`config.mk`:
```
export PLATFORM = sky130hd
export DESIGN_NAME = run_extractor
export DESIGN_NICKNAME = d
export VERILOG_FILES = /design/src/rtl/run_extractor.sv
export SDC_FILE = /design/constraint.sdc
export NUM_CORES = 1
export LEC_CHECK = 0
export CELL_PAD_IN_SITES_DETAIL_PLACEMENT = 1
export CELL_PAD_IN_SITES_GLOBAL_PLACEMENT = 1
export CORE_ASPECT_RATIO = 1.4
export CORE_MARGIN = 8
export CORE_UTILIZATION = 35
export DETAILED_ROUTE_END_ITERATION = 10
export GPL_TIMING_DRIVEN = 0
export HOLD_SLACK_MARGIN = 0.15
export PLACE_DENSITY = 0.58
export SLEW_MARGIN = 25
export SYNTH_ARGS = -nofsm -noshare
export SYNTH_HDL_FRONTEND = slang
export SYNTH_SLANG_ARGS = --single-unit
```
`constraint.sdc`:
```
create_clock -name clk -period 3.6 [get_ports clk]
set_input_delay 0.72 -clock clk [delete_from_list [all_inputs] [get_ports clk]]
set_output_delay 0.72 -clock clk [all_outputs]
set_load 0.02 [all_outputs]
```
`src/rtl/run_extractor.sv`:
```
// Raster-to-run-length front end: turns a binary pixel stream into per-row run entries
// (start, end, row, eor, empty, eof) queued in a first-word-fall-through FIFO.
module run_extractor #(
   parameter int unsigned img_w     = 640,
   parameter int unsigned img_h     = 480,
   parameter int unsigned col_bit   = 10,
   parameter int unsigned row_bit   = 9,
   parameter int unsigned fifo_abit = 4
) (
   input  logic               clk,
   input  logic               rst,
   input  logic               datavalid,
   input  logic               sof,
   input  logic               pix,
   output logic               out_valid,
   input  logic               out_ready,
   output logic [col_bit-1:0] out_start,
   output logic [col_bit-1:0] out_end,
   output logic [row_bit-1:0] out_row,
   output logic               out_eor,
   output logic               out_empty,
   output logic               out_eof,
   output logic               ovf
);

   localparam int unsigned ent_w = 2 * col_bit + row_bit + 3;
   localparam int unsigned depth = 2 ** fifo_abit;
   localparam int unsigned cnt_w = fifo_abit + 1;
   localparam logic [col_bit-1:0] last_col = col_bit'(img_w - 1);
   localparam logic [row_bit-1:0] last_row = row_bit'(img_h - 1);

   typedef enum logic {IDLE, INRUN} state_t;

   state_t             state_q, state_d;
   logic [col_bit-1:0] x_q, x_d, start_q, start_d, cur_x;
   logic [row_bit-1:0] y_q, y_d, cur_y;
   logic               eff_run;

   logic               push;
   logic [ent_w-1:0]   push_data;
   logic [col_bit-1:0] e_start, e_end;
   logic               e_eor, e_empty, e_eof;

   logic [ent_w-1:0]     mem [depth];
   logic [fifo_abit-1:0] wr_q, wr_d, rd_q, rd_d;
   logic [cnt_w-1:0]     cnt_q, cnt_d;
   logic [ent_w-1:0]     head_q, head_d;
   logic                 valid_q, valid_d, ovf_q, ovf_d;
   logic                 pop, full, push_ok;

   // Run FSM and pixel position; a sof pixel is forced to (0,0) and abandons any open run
   always_comb begin
      state_d   = state_q;
      start_d   = start_q;
      x_d       = x_q;
      y_d       = y_q;
      push      = 1'b0;
      e_start   = '0;
      e_end     = '0;
      e_eor     = 1'b0;
      e_empty   = 1'b0;
      e_eof     = 1'b0;
      cur_x     = sof ? '0 : x_q;
      cur_y     = sof ? '0 : y_q;
      eff_run   = (state_q == INRUN) && !sof;

      if (datavalid) begin
         if (cur_x == last_col) begin
            // Last column always closes the row with exactly one entry
            x_d     = '0;
            y_d     = (cur_y == last_row) ? '0 : cur_y + 1'b1;
            state_d = IDLE;
            push    = 1'b1;
            e_eor   = 1'b1;
            e_eof   = (cur_y == last_row);
            if (pix) begin
               e_start = eff_run ? start_q : cur_x;
               e_end   = cur_x;
            end else if (eff_run) begin
               e_start = start_q;
               e_end   = cur_x - 1'b1;
            end else begin
               e_empty = 1'b1;
            end
         end else begin
            x_d = cur_x + 1'b1;
            y_d = cur_y;
            if (!eff_run) begin
               if (pix) begin
                  start_d = cur_x;
                  state_d = INRUN;
               end else begin
                  state_d = IDLE;
               end
            end else if (!pix) begin
               push    = 1'b1;
               e_start = start_q;
               e_end   = cur_x - 1'b1;
               state_d = IDLE;
            end
         end
      end
      push_data = {e_start, e_end, cur_y, e_eor, e_empty, e_eof};
   end

   always_ff @(posedge clk or negedge rst) begin
      if (!rst) begin
         state_q <= IDLE;
         start_q <= '0;
         x_q     <= '0;
         y_q     <= '0;
      end else begin
         state_q <= state_d;
         start_q <= start_d;
         x_q     <= x_d;
         y_q     <= y_d;
      end
   end

   // FIFO control; the head is re-registered so the write-through case needs the incoming entry
   always_comb begin
      pop     = valid_q && out_ready;
      full    = (cnt_q == cnt_w'(depth));
      push_ok = push && (!full || pop);
      wr_d    = push_ok ? wr_q + 1'b1 : wr_q;
      rd_d    = pop ? rd_q + 1'b1 : rd_q;
      cnt_d   = cnt_q;
      if (push_ok && !pop) begin
         cnt_d = cnt_q + 1'b1;
      end else if (!push_ok && pop) begin
         cnt_d = cnt_q - 1'b1;
      end
      head_d = '0;
      if (cnt_d != '0) begin
         head_d = (push_ok && (rd_d == wr_q)) ? push_data : mem[rd_d];
      end
      valid_d = (cnt_d != '0);
      ovf_d   = ovf_q;
      if (datavalid && sof) begin
         ovf_d = 1'b0;
      end else if (push && full && !pop) begin
         ovf_d = 1'b1;
      end
   end

   always_ff @(posedge clk or negedge rst) begin
      if (!rst) begin
         wr_q    <= '0;
         rd_q    <= '0;
         cnt_q   <= '0;
         head_q  <= '0;
         valid_q <= 1'b0;
         ovf_q   <= 1'b0;
      end else begin
         wr_q    <= wr_d;
         rd_q    <= rd_d;
         cnt_q   <= cnt_d;
         head_q  <= head_d;
         valid_q <= valid_d;
         ovf_q   <= ovf_d;
      end
   end

   always_ff @(posedge clk) begin
      if (push_ok) begin
         mem[wr_q] <= push_data;
      end
   end

   assign out_valid = valid_q;
   assign ovf       = ovf_q;
   assign {out_start, out_end, out_row, out_eor, out_empty, out_eof} = head_q;

endmodule

```
==> results.sh, run 1 <==
export IMPL_status="finished, final reports clean"
export IMPL_slew_limit_headroom_pct=37.6
export IMPL_cp_slowest_cell="clkdlybuf4s50_1"
export IMPL_synth_cells=1832
export IMPL_worstHoldStart="start_q[8]$_DFFE_PN0P_"
export IMPL_grt_pass1_wl_um=119000
export IMPL_final_layout_size_suffix_gt1_share_pct=11.8
export IMPL_setup_violations=0
export IMPL_skew_ns=0.0169
export IMPL_hold_viol_final=0
export IMPL_dp_cells=2815
export IMPL_hp_class="flip-flop to flip-flop"
export IMPL_cts_sinks=589
export IMPL_holdPathEnd="start_q[8]$_DFFE_PN0P_"
export IMPL_pre_cts_ws_ns=-1.46
export IMPL_cts_root_buf="clkbuf_16"
export IMPL_regArea_um2=17300
export IMPL_ys_ff_latch=589
export IMPL_pin_count=40
export IMPL_die_h_um=327
export IMPL_dr_first_iter_drc_count=1121
export IMPL_die_x_um=238
export IMPL_drt_wirelength_per_cell_um=28.0
export IMPL_critical_path_class="input pin to flip-flop"
export IMPL_core_um2=68600
export IMPL_die_area_um2=77600
export IMPL_clock_latency_ns=0.64
export IMPL_postRouteAntennaNets=0
export IMPL_synth_area_um2=24100
export IMPL_fin_crit_ns=3.59
export IMPL_dr_pass1_iters=5
export IMPL_grt_pass1_vias=17600
export IMPL_track_usage_pct=20.8
export IMPL_antenna_found_initial=2
export IMPL_crit_required_ns=4.07
export IMPL_num_rows=114
export IMPL_fin_crit_sh_pct=99.8
export IMPL_critPathMaxFanout=10
export IMPL_finalWeightedCongestion=0.806
export IMPL_fmax_mhz=278
export IMPL_slowest_delay_ns=0.57
export IMPL_place_detailed_hpwl_um=53200
export IMPL_path_cells="clkdlybuf4s50_1 -> a21bo_2 -> and2_1 -> clkbuf_1 -> clkinv_1 -> clkbuf_2 -> clkbuf_4 -> a21oi_1 -> a221oi_1 -> o21ai_1 -> a21o_1 -> a22oi_1"
export IMPL_final_max_slew_violation_count=0
export IMPL_r2r_start="rd_q[0]$_DFF_PN0_"
export IMPL_tightest_slew_ns=0.935
export IMPL_peakVddDrop_v=0.000339
export IMPL_vias=16300
export IMPL_critical_path_top_delay_family="buffers and inverters"
export IMPL_maxCapViolCount=0
export IMPL_multi_input_comb_area_um2=6320
export IMPL_port_buffers=39
export IMPL_totalWireLength_um=81800
export IMPL_whs_ns=0.467
export IMPL_power_density_nw_per_um2=840
export IMPL_ys_seq_area_share_pct=71.8
export IMPL_hold_depth=2
export IMPL_ff2ff_setup_slack_ns=0.11
export IMPL_yosysUniqueCellTypes=65
export IMPL_cp_end_kind="flip-flop"
export IMPL_grt_max_degree=57
export IMPL_drc=0
export IMPL_cts_clk_slew_worst_paths_ns=0.06
export IMPL_nNetsFinal=1967
export IMPL_cts_tree="built"
export IMPL_finalNonFillerCells=2925
export IMPL_antenna_cells=0
export IMPL_htree_levels=2
export IMPL_power_mw=23.5
export IMPL_rsz0062_at_grt="yes"
export IMPL_syn_to_final_growth_pct=15.9
export IMPL_syn_area_per_cell_um2=13.2
export IMPL_yosys_top_cells_area="edfxtp_1 (64%), dfrtp_1 (8.0%), a21oi_1 (5.8%)"
export IMPL_stdcell_area_um2=27900
export IMPL_cp_data_arrival_time_ns=4.06
export IMPL_critical_path_buf_inv_count=5
export IMPL_clk_path_buf_depth=3
export IMPL_nFillCells=7101
export IMPL_yosysTopAreaCell="edfxtp_1"
export IMPL_fin_ws_ns=0.00860
export IMPL_yosys_warnings=0
export IMPL_synth_edf_count=512
export IMPL_worst_r2r_path_depth=10
export IMPL_cts_buffers=57
export IMPL_start_kind="input pin"
export IMPL_globalRouteOverflowTotal=0
export IMPL_synthFlopType="edfxtp_1"
export IMPL_synth_nets=1848
export IMPL_power_static_leakage_nw=9.87
export IMPL_synthArstFlopShare_pct=13.1
export IMPL_synthDominantCellAreaShare_pct=63.8
export IMPL_start_util_pct=35.1
export IMPL_r2r_end="head_q[20]$_DFF_PN0_"
export IMPL_vias_per_cell=5.57
export IMPL_dpl_cell_area_um2=26000
power breakdown:
| part | internal, mW | total [mW] | switching (mW) |
|---|---|---|---|
| Combinational | 3.00 | 9.66 | 6.66 |
| Sequential | 7.75 | 7.94 | 0.196 |
| Clock | 3.25 | 5.86 | 2.61 |
how the worst max path moves through the flow:
stage,start,end,slack (ns),cells after the start
2_1_floorplan,sof,head_q[0]$_DFF_PN0_,0.27,10
3_3_place_gp,rst,head_q[7]$_DFF_PN0_,-1.96,1
3_5_place_dp,sof,head_q[0]$_DFF_PN0_,-1.46,11
4_1_cts,sof,head_q[0]$_DFF_PN0_,-0.1,11
5_1_grt,out_ready,head_q[30]$_DFF_PN0_,-0.01,10
6_report,out_ready,head_q[30]$_DFF_PN0_,0.009,12
worst register-to-register path, stage by stage, from the launching register on:
cell and delay, ns:
dfrtp_1 0.45, ha_1 0.32, nand3_1 0.10, and2_1 0.26
clkbuf_1 0.42, clkbuf_1 0.59, a21oi_1 0.09, a221oi_1 0.50
nor3_1 0.12, o31a_1 0.27, a21oi_1 0.25
cells in the mapped netlist, types with 4 or more instances:
cell type  count
inv_1         19
buf_6          4
edfxtp_1     512
nor4_1         4
a21o_1        29
ha_1          10
nand3_1       14
o2bb2ai_1      7
a221oi_1     112
and3_1         4
nand2b_1       9
clkbuf_1     111
and2_1        20
a22oi_1       53
o31a_1         5
nor3_1        19
nand4_1        9
buf_2         18
o21ai_0       73
and4_1         5
o31ai_1        7
nand2_1      320
o21a_1         7
dfrtp_1       77
a21oi_1      281
nor2b_1       10
xnor2_1       12
buf_1          5
nor2_1        25
cell families (layout without fill, tap and decap cells):
kind of cell	after synthesis	after routing	synth area share, %
AOI/OAI and AO/OA	597	597	15.7
muxes	4	4	0.176
xor gates and xnor gates	17	17	0.789
and+or+nand+nor	455	455	8.26
DFF	589	589	71.8
buffers and inverters	160	325	2.73
adders and majority gates	10	10	0.519
area by class of cell:
class | instances | share of cell area [%]
plain buffers | 138 | 2.38
clock buffers | 81 | 5.64
clock inverters | 24 | 0.690
inverters | 21 | 0.296
multi-input cells | 1083 | 22.6
flip-flops and latches | 589 | 61.9
well taps | 928 | 4.16
repair buffers | 61 | 2.28
metal layers:
metal	global-route usage (%)	vias up	part of all wire, %
met5	0	-	0.016
met1	23.7	8446	39
met3	3.06	184	4.2
li1	-	7205	-
met4	8.43	2	4.1
met2	38.5	446	53
flip-flops by register name, indices dropped and copies added (netlist names):
register / count
rd_q: 4
y_q: 9
wr_q: 4
head_q: 32
start_q: 10
mem: 512
out_valid: 1
cnt_q: 5
x_q: 10
state_q: 1
ovf: 1
placed cells by master (no fill, tap or decap), types with 11 or more instances in the layout:
| cell | Yosys | final |
|---|---|---|
| clkbuf_2 | 0 | 47 |
| inv_1 | 19 | 18 |
| clkbuf_1 | 111 | 72 |
| nor3_1 | 19 | 18 |
| nand3_1 | 14 | 14 |
| buf_2 | 18 | 20 |
| clkinv_1 | 1 | 11 |
| a221oi_1 | 112 | 110 |
| nor2_1 | 25 | 22 |
| clkbuf_16 | 0 | 57 |
| xnor2_1 | 12 | 11 |
| edfxtp_1 | 512 | 512 |
| o21ai_0 | 73 | 69 |
| clkdlybuf4s50_1 | 0 | 38 |
| a21oi_1 | 281 | 277 |
| a21o_1 | 29 | 29 |
| nand2_1 | 320 | 320 |
| a22oi_1 | 53 | 52 |
| and2_4 | 0 | 12 |
| dfrtp_1 | 77 | 77 |
repair_timing:
item,CTS,global route
hold buffers,1,0
pin swaps,0,1
buffers inserted,0,5
resized for setup,48,55
endpoints found under the hold margin,21,0
setup endpoints to repair,52,62
metrics by stage:
stage	utilization, %	TNS, ns
4_1_cts	40.6	-0.0963
3_3_place_gp	37.4	-910.49
3_5_place_dp	37.9	-207.01
2_1_floorplan	-	0
5_1_grt	40.7	-0.0118
6_report	40.7	0
No activity file was read; power rests on OpenSTA's default activity.
==> inputs of run 2 (changes only) <==
--- a/config.mk
+++ b/config.mk
@@ -8,8 +8,8 @@
 export CELL_PAD_IN_SITES_DETAIL_PLACEMENT = 1
 export CELL_PAD_IN_SITES_GLOBAL_PLACEMENT = 1
 export CORE_ASPECT_RATIO = 1.4
-export CORE_MARGIN = 8
 export CORE_UTILIZATION = 35
+export CTS_CLUSTER_SIZE = 20
 export DETAILED_ROUTE_END_ITERATION = 10
 export GPL_TIMING_DRIVEN = 0
 export HOLD_SLACK_MARGIN = 0.15
==> run 2 against run 1 <==
Compared with the run above:
- final area down 0.13%
- die area down 9.9%
- via count up 0.28%
- register-to-register slack about the same
- final cell count down 0.24%
- clock power up 2%
- critical path depth down 2
- sequential power about the same
- largest cell class unchanged
- largest power group unchanged
==> results.sh, run 2 (synthesis gave the netlist of run 1 again) <==
export IMPL_setup_violations=0
export IMPL_track_usage_pct=23.6
export IMPL_rsz0062_at_grt="yes"
export IMPL_final_core_util_pct=41.0
export IMPL_power_density_nw_per_um2=842
export IMPL_crit_path_start="out_ready"
export IMPL_p_int_mw=14.0
export IMPL_layout_commonest_cell="edfxtp_1"
export IMPL_postRouteAntennaNets=0
export IMPL_place_detailed_hpwl_um=53200
export IMPL_globalRouteOverflowTotal=0
export IMPL_maxCapViolCount=0
export IMPL_totalWireLength_um=81600
export IMPL_dr_first_iter_drc_count=1250
export IMPL_largest_reg_flops=512
export IMPL_combPwrFrac_pct=40.8
export IMPL_skew_ns=0.0207
export IMPL_port_buffers=39
export IMPL_start_kind="input pin"
export IMPL_final_max_slew_violation_count=0
export IMPL_antenna_cells=0
export IMPL_final_cell_mix="edfxtp_1 (512), nand2_1 (320), a21oi_1 (277)"
export IMPL_r2r_start="x_q[0]$_DFFE_PN0P_"
export IMPL_core_um2=68000
export IMPL_fin_tns_setup_ns=0
export IMPL_slew_limit_headroom_pct=34.7
export IMPL_cts_sinks=589
export IMPL_switching_share_pct=40.4
export IMPL_drt_wirelength_per_cell_um=28.0
export IMPL_die_h_um=313
export IMPL_vias=16300
export IMPL_cp_end_kind="flip-flop"
export IMPL_finalWeightedCongestion=0.808
export IMPL_nFillCells=7083
export IMPL_clock_latency_ns=0.64
export IMPL_cts_buffers=58
export IMPL_power_share_sequential_pct=33.8
export IMPL_max_flop_register="mem"
export IMPL_cts_root_buf="clkbuf_16"
export IMPL_fin_crit_ns=3.52
export IMPL_num_rows=113
export IMPL_fin_crit_sh_pct=97.9
export IMPL_net_switching_power_mw=9.50
export IMPL_crit_required_ns=4.08
export IMPL_vias_per_cell=5.60
export IMPL_cp_data_arrival_time_ns=4.00
export IMPL_clk_path_buf_depth=3
export IMPL_htree_levels=2
export IMPL_grt_pass1_vias=17500
export IMPL_nNetsFinal=1966
export IMPL_drc=0
export IMPL_dp_cells=2804
export IMPL_peakVddDrop_v=0.000420
export IMPL_pin_count=40
export IMPL_hp_class="flip-flop to flip-flop"
export IMPL_critPathMaxFanout=10
export IMPL_fmax_mhz=284
export IMPL_status="finished, final reports clean"
export IMPL_die_x_um=224
export IMPL_pwr_share_clk_pct=25.4
export IMPL_critical_path_class="input pin to flip-flop"
export IMPL_cts_tree="built"
export IMPL_start_util_pct=35.4
export IMPL_final_layout_size_suffix_gt1_share_pct=11.2
export IMPL_die_area_um2=69900
export IMPL_power_mw=23.5
export IMPL_worstHoldStart="start_q[0]$_DFFE_PN0P_"
export IMPL_dr_pass1_iters=5
export IMPL_antenna_found_initial=0
export IMPL_finalNonFillerCells=2918
export IMPL_grt_pass1_wl_um=119000
export IMPL_cts_clk_slew_worst_paths_ns=0.06
export IMPL_power_static_leakage_nw=9.84
export IMPL_hold_viol_final=0
export IMPL_syn_to_final_growth_pct=15.7
export IMPL_reg_top3="mem (512), head_q (32)"
export IMPL_tightest_slew_ns=0.975
export IMPL_grt_max_degree=58
==> run 2: what timing repair did <==
action                                  4_1_cts  5_1_grt
gates cloned                                  0        1
hold buffers                                  1        0
buffers inserted                              2        3
endpoints found under the setup margin       86       48
endpoints found under the hold margin        20        0
gates resized for setup                      42       35
pin swaps                                     1        0
==> run 2: stage by stage <==
stage          hold slack, ns  setup slack (ns)  area [um^2]
6_report                0.487            0.0752        27900
2_1_floorplan           0.424             0.269        24100
3_3_place_gp            0.471             -1.99        25600
5_1_grt                 0.533          0.000632        27900
4_1_cts                 0.491           0.00214        27800
3_5_place_dp            0.477             -1.32        25900
==> run 2: critical path, cell delays in order <==
cell	delay [ns]
clkdlybuf4s50_1	0.63
a21bo_2	0.21
and2_1	0.25
clkbuf_1	0.42
clkbuf_1	0.55
a21oi_1	0.11
a221oi_1	0.36
o21ai_0	0.16
a21o_1	0.20
a22oi_1	0.38
==> run 2: metal layers <==
layer / global-route usage [%] / routed length (um)
met1: 27.9 / 32300
met2: 43.6 / 43800
met3: 2.70 / 2800
met4: 8.37 / 2750
met5: 0 / 0
==> run 2: worst paths after layout <==
check                                    endpoint  slack (ns)  depth (start not counted)
max                          head_q[30]$_DFF_PN0_        0.08                         10
min in group asynchronous    head_q[16]$_DFF_PN0_        0.53                          2
min reg2reg                start_q[0]$_DFFE_PN0P_        0.49                          2
min                        start_q[0]$_DFFE_PN0P_        0.49                          2
max in group asynchronous     head_q[4]$_DFF_PN0_        2.46                          3
max reg2reg                  head_q[30]$_DFF_PN0_        0.11                         11
==> run 2: cell type report <==
cell class                 instances  area [um^2]  area share [%]
buffer                           138          643            2.31
sequential                       589        17300            62.0
multi-input combinational       1083         6310            22.6
clock buffer                      76         1540            5.52
timing repair buffer              58          599            2.15
inverter                          21         82.6           0.296
tap                              920         1150            4.13
clock inverter                    32          265           0.951
timing repair inverter             1         5.00          0.0179
==> run 2: power by group through the flow <==
stage,combinational (mW),clock [mW],sequential [mW]
global route,10.3,6.27,7.99
CTS,9.61,6.05,7.94
floorplan,5.26,0,8.27
detailed placement,9.50,0,8.09
finish,9.59,5.97,7.94
global placement,9.26,0,8.08
